<file path="config.mk">
export PLATFORM = sky130hd
export DESIGN_NAME = fir_seq_controller
export DESIGN_NICKNAME = d
export VERILOG_FILES = /design/src/rtl/fir_ctrl_pkg.sv /design/src/rtl/ready_edge_sync.sv /design/src/rtl/fir_seq_controller.sv
export SDC_FILE = /design/constraint.sdc
export NUM_CORES = 1
export LEC_CHECK = 0
export CORE_MARGIN = 2
export CORE_UTILIZATION = 54
export DETAILED_ROUTE_END_ITERATION = 6
export PLACE_DENSITY = 0.83
export SLEW_MARGIN = 20
export SYNTH_ARGS = -nofsm -noshare
export SYNTH_HDL_FRONTEND = slang
export SYNTH_SLANG_ARGS = --single-unit
</file>
<file path="constraint.sdc">
create_clock -name Sclk -period 4.1 [get_ports Sclk]
set_clock_uncertainty 0.1 [all_clocks]
set_input_delay 0.82 -clock Sclk [delete_from_list [all_inputs] [get_ports Sclk]]
set_output_delay 0.82 -clock Sclk [all_outputs]
set_load 0.005 [all_outputs]
</file>
<file path="src/rtl/fir_ctrl_pkg.sv">
// Shared state encoding, default sizing constants and an address-width helper
// for the FIR sequencing controller.
package fir_ctrl_pkg;

    typedef enum logic [2:0] {
        IDLE,
        WAIT_RJ,
        LOAD_RJ,
        WAIT_COEFF,
        LOAD_COEFF,
        WAIT_INPUT,
        WORK,
        SLEEP
    } ctrl_state_t;

    localparam int DEF_NUM_RJ     = 16;
    localparam int DEF_NUM_COEFF  = 512;
    localparam int DEF_DATA_DEPTH = 256;
    localparam int DEF_NUM_CH     = 2;
    localparam int DEF_SLEEP_RUN  = 800;

    // Address width for a table of n entries; never narrower than one bit.
    function automatic int addr_w(input int n);
        return (n > 1) ? $clog2(n) : 1;
    endfunction

endpackage

</file>
<file path="src/rtl/ready_edge_sync.sv">
// Brings the Dclk-domain input_ready level into Sclk and emits a one-cycle
// ready event, registered, three Sclk cycles after the level rises.
module ready_edge_sync (
    input  logic Sclk,
    input  logic Reset_n,
    input  logic async_in,
    output logic ready_evt
);

    logic meta_reg;
    logic sync_reg;
    logic prev_reg;
    logic evt_reg;

    always_ff @(posedge Sclk or negedge Reset_n) begin
        if (!Reset_n) begin
            meta_reg <= 1'b0;
            sync_reg <= 1'b0;
            prev_reg <= 1'b0;
            evt_reg  <= 1'b0;
        end else begin
            meta_reg <= async_in;
            sync_reg <= meta_reg;
            prev_reg <= sync_reg;
            evt_reg  <= sync_reg & ~prev_reg;
        end
    end

    assign ready_evt = evt_reg;

endmodule

</file>
<file path="src/rtl/fir_seq_controller.sv">
// Sequencer for Rj/coefficient loading, input capture and FIR stepping.
// Optional zero-run sleep is built only when FIR_CTRL_SLEEP_EN is defined.
module fir_seq_controller
    import fir_ctrl_pkg::*;
#(
    parameter int NUM_RJ     = DEF_NUM_RJ,
    parameter int NUM_COEFF  = DEF_NUM_COEFF,
    parameter int DATA_DEPTH = DEF_DATA_DEPTH,
    parameter int NUM_CH     = DEF_NUM_CH,
    parameter int SLEEP_RUN  = DEF_SLEEP_RUN
) (
    input  logic                             Sclk,
    input  logic                             Reset_n,
    input  logic                             Start,
    input  logic                             Frame,
    input  logic                             input_ready,
    input  logic [NUM_CH-1:0]                allzeros,
    output logic [addr_w(NUM_RJ)-1:0]        rj_addr,
    output logic [addr_w(NUM_COEFF)-1:0]     coeff_addr,
    output logic [addr_w(DATA_DEPTH)-1:0]    data_addr,
    output logic                             rj_we,
    output logic                             coeff_we,
    output logic                             data_we,
    output logic                             en_FIR,
    output logic                             sleep_flag,
    output logic                             InReady,
    output logic                             Clear
);

    localparam int RJ_W = addr_w(NUM_RJ);
    localparam int CO_W = addr_w(NUM_COEFF);
    localparam int DA_W = addr_w(DATA_DEPTH);

    ctrl_state_t     state_reg, state_next;
    logic [RJ_W-1:0] rj_cnt_reg, rj_cnt_next;
    logic [CO_W-1:0] coeff_cnt_reg, coeff_cnt_next;
    logic [DA_W-1:0] data_cnt_reg, data_cnt_next;
    logic            ready_evt;
    logic            rj_we_c, coeff_we_c, data_we_c;
    logic [DA_W-1:0] data_cnt_inc;

    ready_edge_sync u_ready_sync (
        .Sclk      (Sclk),
        .Reset_n   (Reset_n),
        .async_in  (input_ready),
        .ready_evt (ready_evt)
    );

    assign data_cnt_inc = (data_cnt_reg == DA_W'(DATA_DEPTH - 1)) ? '0 : data_cnt_reg + 1'b1;

`ifdef FIR_CTRL_SLEEP_EN
    localparam int RUN_W = addr_w(SLEEP_RUN + 1);

    logic [RUN_W-1:0] run_cnt_reg, run_cnt_next;
    logic             all_zero;

    assign all_zero = &allzeros;

    always_ff @(posedge Sclk or negedge Reset_n) begin
        if (!Reset_n) begin
            run_cnt_reg <= '0;
        end else begin
            run_cnt_reg <= run_cnt_next;
        end
    end
`else
    logic unused_allzeros;
    assign unused_allzeros = &{1'b0, allzeros};
`endif

    always_ff @(posedge Sclk or negedge Reset_n) begin
        if (!Reset_n) begin
            state_reg     <= IDLE;
            rj_cnt_reg    <= '0;
            coeff_cnt_reg <= '0;
            data_cnt_reg  <= '0;
        end else begin
            state_reg     <= state_next;
            rj_cnt_reg    <= rj_cnt_next;
            coeff_cnt_reg <= coeff_cnt_next;
            data_cnt_reg  <= data_cnt_next;
        end
    end

    always_comb begin
        state_next     = state_reg;
        rj_cnt_next    = rj_cnt_reg;
        coeff_cnt_next = coeff_cnt_reg;
        data_cnt_next  = data_cnt_reg;
        rj_we_c        = 1'b0;
        coeff_we_c     = 1'b0;
        data_we_c      = 1'b0;
`ifdef FIR_CTRL_SLEEP_EN
        run_cnt_next   = run_cnt_reg;
`endif

        // Dropping Start abandons everything, including an event in flight.
        if (!Start) begin
            state_next     = IDLE;
            rj_cnt_next    = '0;
            coeff_cnt_next = '0;
            data_cnt_next  = '0;
`ifdef FIR_CTRL_SLEEP_EN
            run_cnt_next   = '0;
`endif
        end else begin
            case (state_reg)
                IDLE: state_next = WAIT_RJ;

                WAIT_RJ: if (Frame) state_next = LOAD_RJ;

                LOAD_RJ: begin
                    if (ready_evt) begin
                        rj_we_c = 1'b1;
                        if (rj_cnt_reg == RJ_W'(NUM_RJ - 1)) begin
                            rj_cnt_next = '0;
                            state_next  = WAIT_COEFF;
                        end else begin
                            rj_cnt_next = rj_cnt_reg + 1'b1;
                        end
                    end
                end

                WAIT_COEFF: if (Frame) state_next = LOAD_COEFF;

                LOAD_COEFF: begin
                    if (ready_evt) begin
                        coeff_we_c = 1'b1;
                        if (coeff_cnt_reg == CO_W'(NUM_COEFF - 1)) begin
                            coeff_cnt_next = '0;
                            state_next     = WAIT_INPUT;
                        end else begin
                            coeff_cnt_next = coeff_cnt_reg + 1'b1;
                        end
                    end
                end

                WAIT_INPUT: if (Frame) state_next = WORK;

                WORK: begin
                    if (ready_evt) begin
                        data_we_c     = 1'b1;
                        data_cnt_next = data_cnt_inc;
`ifdef FIR_CTRL_SLEEP_EN
                        if (all_zero) begin
                            if (run_cnt_reg == RUN_W'(SLEEP_RUN - 1)) begin
                                run_cnt_next = RUN_W'(SLEEP_RUN);
                                state_next   = SLEEP;
                            end else begin
                                run_cnt_next = run_cnt_reg + 1'b1;
                            end
                        end else begin
                            run_cnt_next = '0;
                        end
`endif
                    end
                end

                SLEEP: begin
`ifdef FIR_CTRL_SLEEP_EN
                    // Only a non-silent sample wakes the filter; it is written immediately.
                    if (ready_evt && !all_zero) begin
                        data_we_c     = 1'b1;
                        data_cnt_next = data_cnt_inc;
                        run_cnt_next  = '0;
                        state_next    = WORK;
                    end
`else
                    state_next = IDLE;
`endif
                end

                default: state_next = IDLE;
            endcase
        end
    end

    assign rj_addr    = rj_cnt_reg;
    assign coeff_addr = coeff_cnt_reg;
    assign data_addr  = data_cnt_reg;
    assign rj_we      = rj_we_c;
    assign coeff_we   = coeff_we_c;
    assign data_we    = data_we_c;
    assign en_FIR     = data_we_c;
    assign Clear      = (state_reg == IDLE);
    assign InReady    = (state_reg != IDLE);
`ifdef FIR_CTRL_SLEEP_EN
    assign sleep_flag = (state_reg == SLEEP);
`else
    assign sleep_flag = 1'b0;
`endif

endmodule

</file>
==> results.txt <==
The cell area after synthesis came out at 1580 um^2. The required arrival time at the worst endpoint came out at 3.18 ns. The routed layout has 1449 vias. The register bit count reported by yosys is 28. The time the worst path needs with I/O delays and setup is 3.19 ns. TritonCTS built the clock tree. The first-pass iteration count of the detailed router is 4. Timing analysis after detailed placement gives a worst setup slack of 0.926 ns. The worst setup path is launched from an input pin.

The leakage power figure is 0.778 nW. The later-pin clock latency in the skew report came out at roughly 0.34 ns. The total wire length is 3740 um. The number of filler instances in the final layout came out at between 200 and 250. The placed instance area came out at 1900 um^2. The average footprint of a synthesized cell came out at 9.41 um^2. The number of flops mapped to enable cells by yosys is 0. The top cell types in the final layout, fill and taps aside, are clkdlybuf4s50_1, dfrtp_1, nand2_1. The antenna diode count came out at 0.

The hold violation total from the final report is 0. The first-pass GRT wire length is about 6300 um. The worst-case clock buffer depth came out at 2.

The run finished with clean final reports. The starting density of the core came out at 57.3%. Measured against its own limit, the worst slew margin works out to approximately 65%. In this run, post-CTS repair resized a total of 0 instances. Setup repair after global routing left no endpoint under its margin. The core area is 2760 um^2. The number of buffers inserted during clock tree synthesis came out at 3. The capture instance of the worst register-to-register path is state_reg[2].

The highest fanout seen on the critical path is 15. Timing would allow up to 313 MHz. For the pin with the worst max-slew slack, the measured transition is 0.523 ns.

The HPWL after detailed placement came out at 2720 um. The number of H-tree levels came out at 1. The number of global-route vias before repair came out at ~1400.

Among all flip-flop cells after synthesis, the most frequent one is dfrtp_1. The mean routed wirelength per cell came out at 16.5 um. In this run the power density over the cells is 346 nW/um^2. The number of rows in the core area is 19.

After technology mapping, the gate count stands at 168. Relative to the synthesized area, the layout overhead comes to 23.4%. The largest net degree at the start of global routing is 29. The max-slew violation count is 0. The kind of end point of the critical path is an output port.

For this design the top-level I/O count stands at 35. The summed negative setup slack over all endpoints came out at 0 ns. The post-layout worst setup margin came out at slightly above 0.9 ns. The setup path with the least slack is of type input pin to output port. The warning count from the yosys run came out at 0. The worst IR drop on VDD came out at 357 uV. The share of final-layout standard cells stronger than drive strength 1 came out at 6.12%. The distinct cell type count after synthesis is 45. After detailed routing, the number of remaining DRC violations is 0. The path class of the tightest hold or removal check is flop to flop. The die extent in y came out at approximately 58 um.

The count of final setup violators is 0. In the routed layout, each cell is associated on average with a via count of 6.38. Clock-pin slew was measured on the worst setup and hold paths at 0.15 ns.

The portion of the clock cycle consumed by the worst path in the final layout came out at 77.8%. The library cell used most frequently in the layout, excluding fill and tap cells, is clkdlybuf4s50_1. The endpoint with the worst hold slack is u_ready_sync.sync_reg. The floorplan die area came out at between 3000 and 4000 um^2. The worst endpoint data arrival time is 2.27 ns.

After global routing the overflow that remains totals 0. The worst-case register-to-register setup slack is 1.87 ns. The register with the most flip-flops in the layout has 9 of them. The worst hold path begins at u_ready_sync.meta_reg.

Buffers inserted to repair hold after CTS numbered 0. At the end of the flow the core is filled with cells to a little over 70%. For the worst flop-to-flop path, the logic depth is 7. The share of synthesized flip-flops with an asynchronous set or reset is between 90% and 100%. The x dimension of the die came out at 58.1 um. The startpoint identified for the worst register-to-register timing path is coeff_addr[0]. The area of all placed cells without fillers came out at 1950 um^2. Counting instances, the worst hold path has a depth of 0. The tool flagged a number of max-cap violations equal to 0. The cell chosen for the clock root is clkbuf_4.

The clock drives 28 sinks. The synthesized netlist net count came out at 179. The congestion estimate from routability-driven global placement came to 0.761. The DRC violation total after the first TritonRoute iteration came out at 62.

The number of antenna violations at the first check in global routing is 0. The share of the yosys chip area belonging to registers came out at 44.3%. The number of antenna-violating nets in the routed design is 0. Global routing consumed, over all layers together, 24.7% of the routing resources. The layout net count came out at 208.

The number of input and output port buffers inserted is 31. The number of post-CTS setup repair buffers came out at 0.
[synth_stat cells (all sizes together) (4+ instances only)]
cell type	instances	area (um^2)
dfrtp	28	701
buf	5	35.0
clkbuf	5	18.8
nor2	7	26.3
o21ai	8	40.0
o211ai	5	37.5
inv	6	22.5
or4	4	30.0
nand3	8	40.0
nand2	20	75.1
a21oi	15	75.1
or3	4	25.0
ha	4	50.1
[metal layers]
layer	GRT usage (%)	vias to the layer above	share of wire [%]
met1	34.1	721	45
met2	39.1	39	49
met4	8.31	0	1.4
met5	0	-	0
li1	-	681	-
met3	4.91	8	4.8
[where the power goes]
part	total (W)	leakage [nW]	internal, W	switching (W)
Combinational	0.000147	0.370	0.0000910	0.0000560
Sequential	0.000343	0.380	0.000295	0.0000486
Clock	0.000185	0.0279	0.0000990	0.0000855
Total	0.000675	0.778	0.000485	0.000190
[worst max-delay path, cell delays in order]
cell,delay (ns)
clkdlybuf4s50_1,0.48
inv_1,0.24
nor2_1,0.21
clkdlybuf4s50_1,0.52
[worst max-delay path by stage]
| stage | from | endpoint | slack [ns] | cells after the start |
|---|---|---|---|---|
| finish | Start | data_we | 0.91 | 4 |
| global route | state_reg[1] | coeff_we | 0.82 | 3 |
| CTS | Start | data_we | 0.92 | 4 |
| detailed placement | Start | data_we | 0.93 | 4 |
| global placement | Start | data_we | 0.97 | 4 |
| floorplan | Start | en_FIR | 1.76 | 4 |
[area by class of cell]
| class | count | area, um^2 | share of cell area (%) |
|---|---|---|---|
| Inverter | 6 | 22.5 | 1.15 |
| Clock buffer | 3 | 22.5 | 1.15 |
| Multi-Input combinational cell | 124 | 803 | 41.2 |
| Clock inverter | 1 | 30.0 | 1.54 |
| Timing Repair Buffer | 34 | 333 | 17.1 |
| Tap cell | 31 | 38.8 | 1.99 |
| Sequential cell | 28 | 701 | 35.9 |
[logic make-up (layout without fill, tap and decap cells)]
kind of cell               Yosys count  count (layout)  synth area share, %
buffers and inverters               16              44                 4.83
DFF                                 28              28                 44.3
adders and majority gates            4               4                 3.17
xor gates and xnor gates             1               1                0.554
AOI/OAI and AO/OA                   47              47                 19.2
and+or+nand+nor                     70              70                 27.1
other                                1               1                0.237
muxes                                1               1                0.633
[metrics by stage]
step	total power (W)	hold slack, ns	std cells
final	0.000675	0.278	227
after detailed placement	0.000496	0.250	223
after global placement	0.000485	0.233	223
after global routing	0.000707	0.294	227
after floorplan	0.000432	0.231	168
after CTS	0.000676	0.284	227
(Power assumes the default switching activity.)
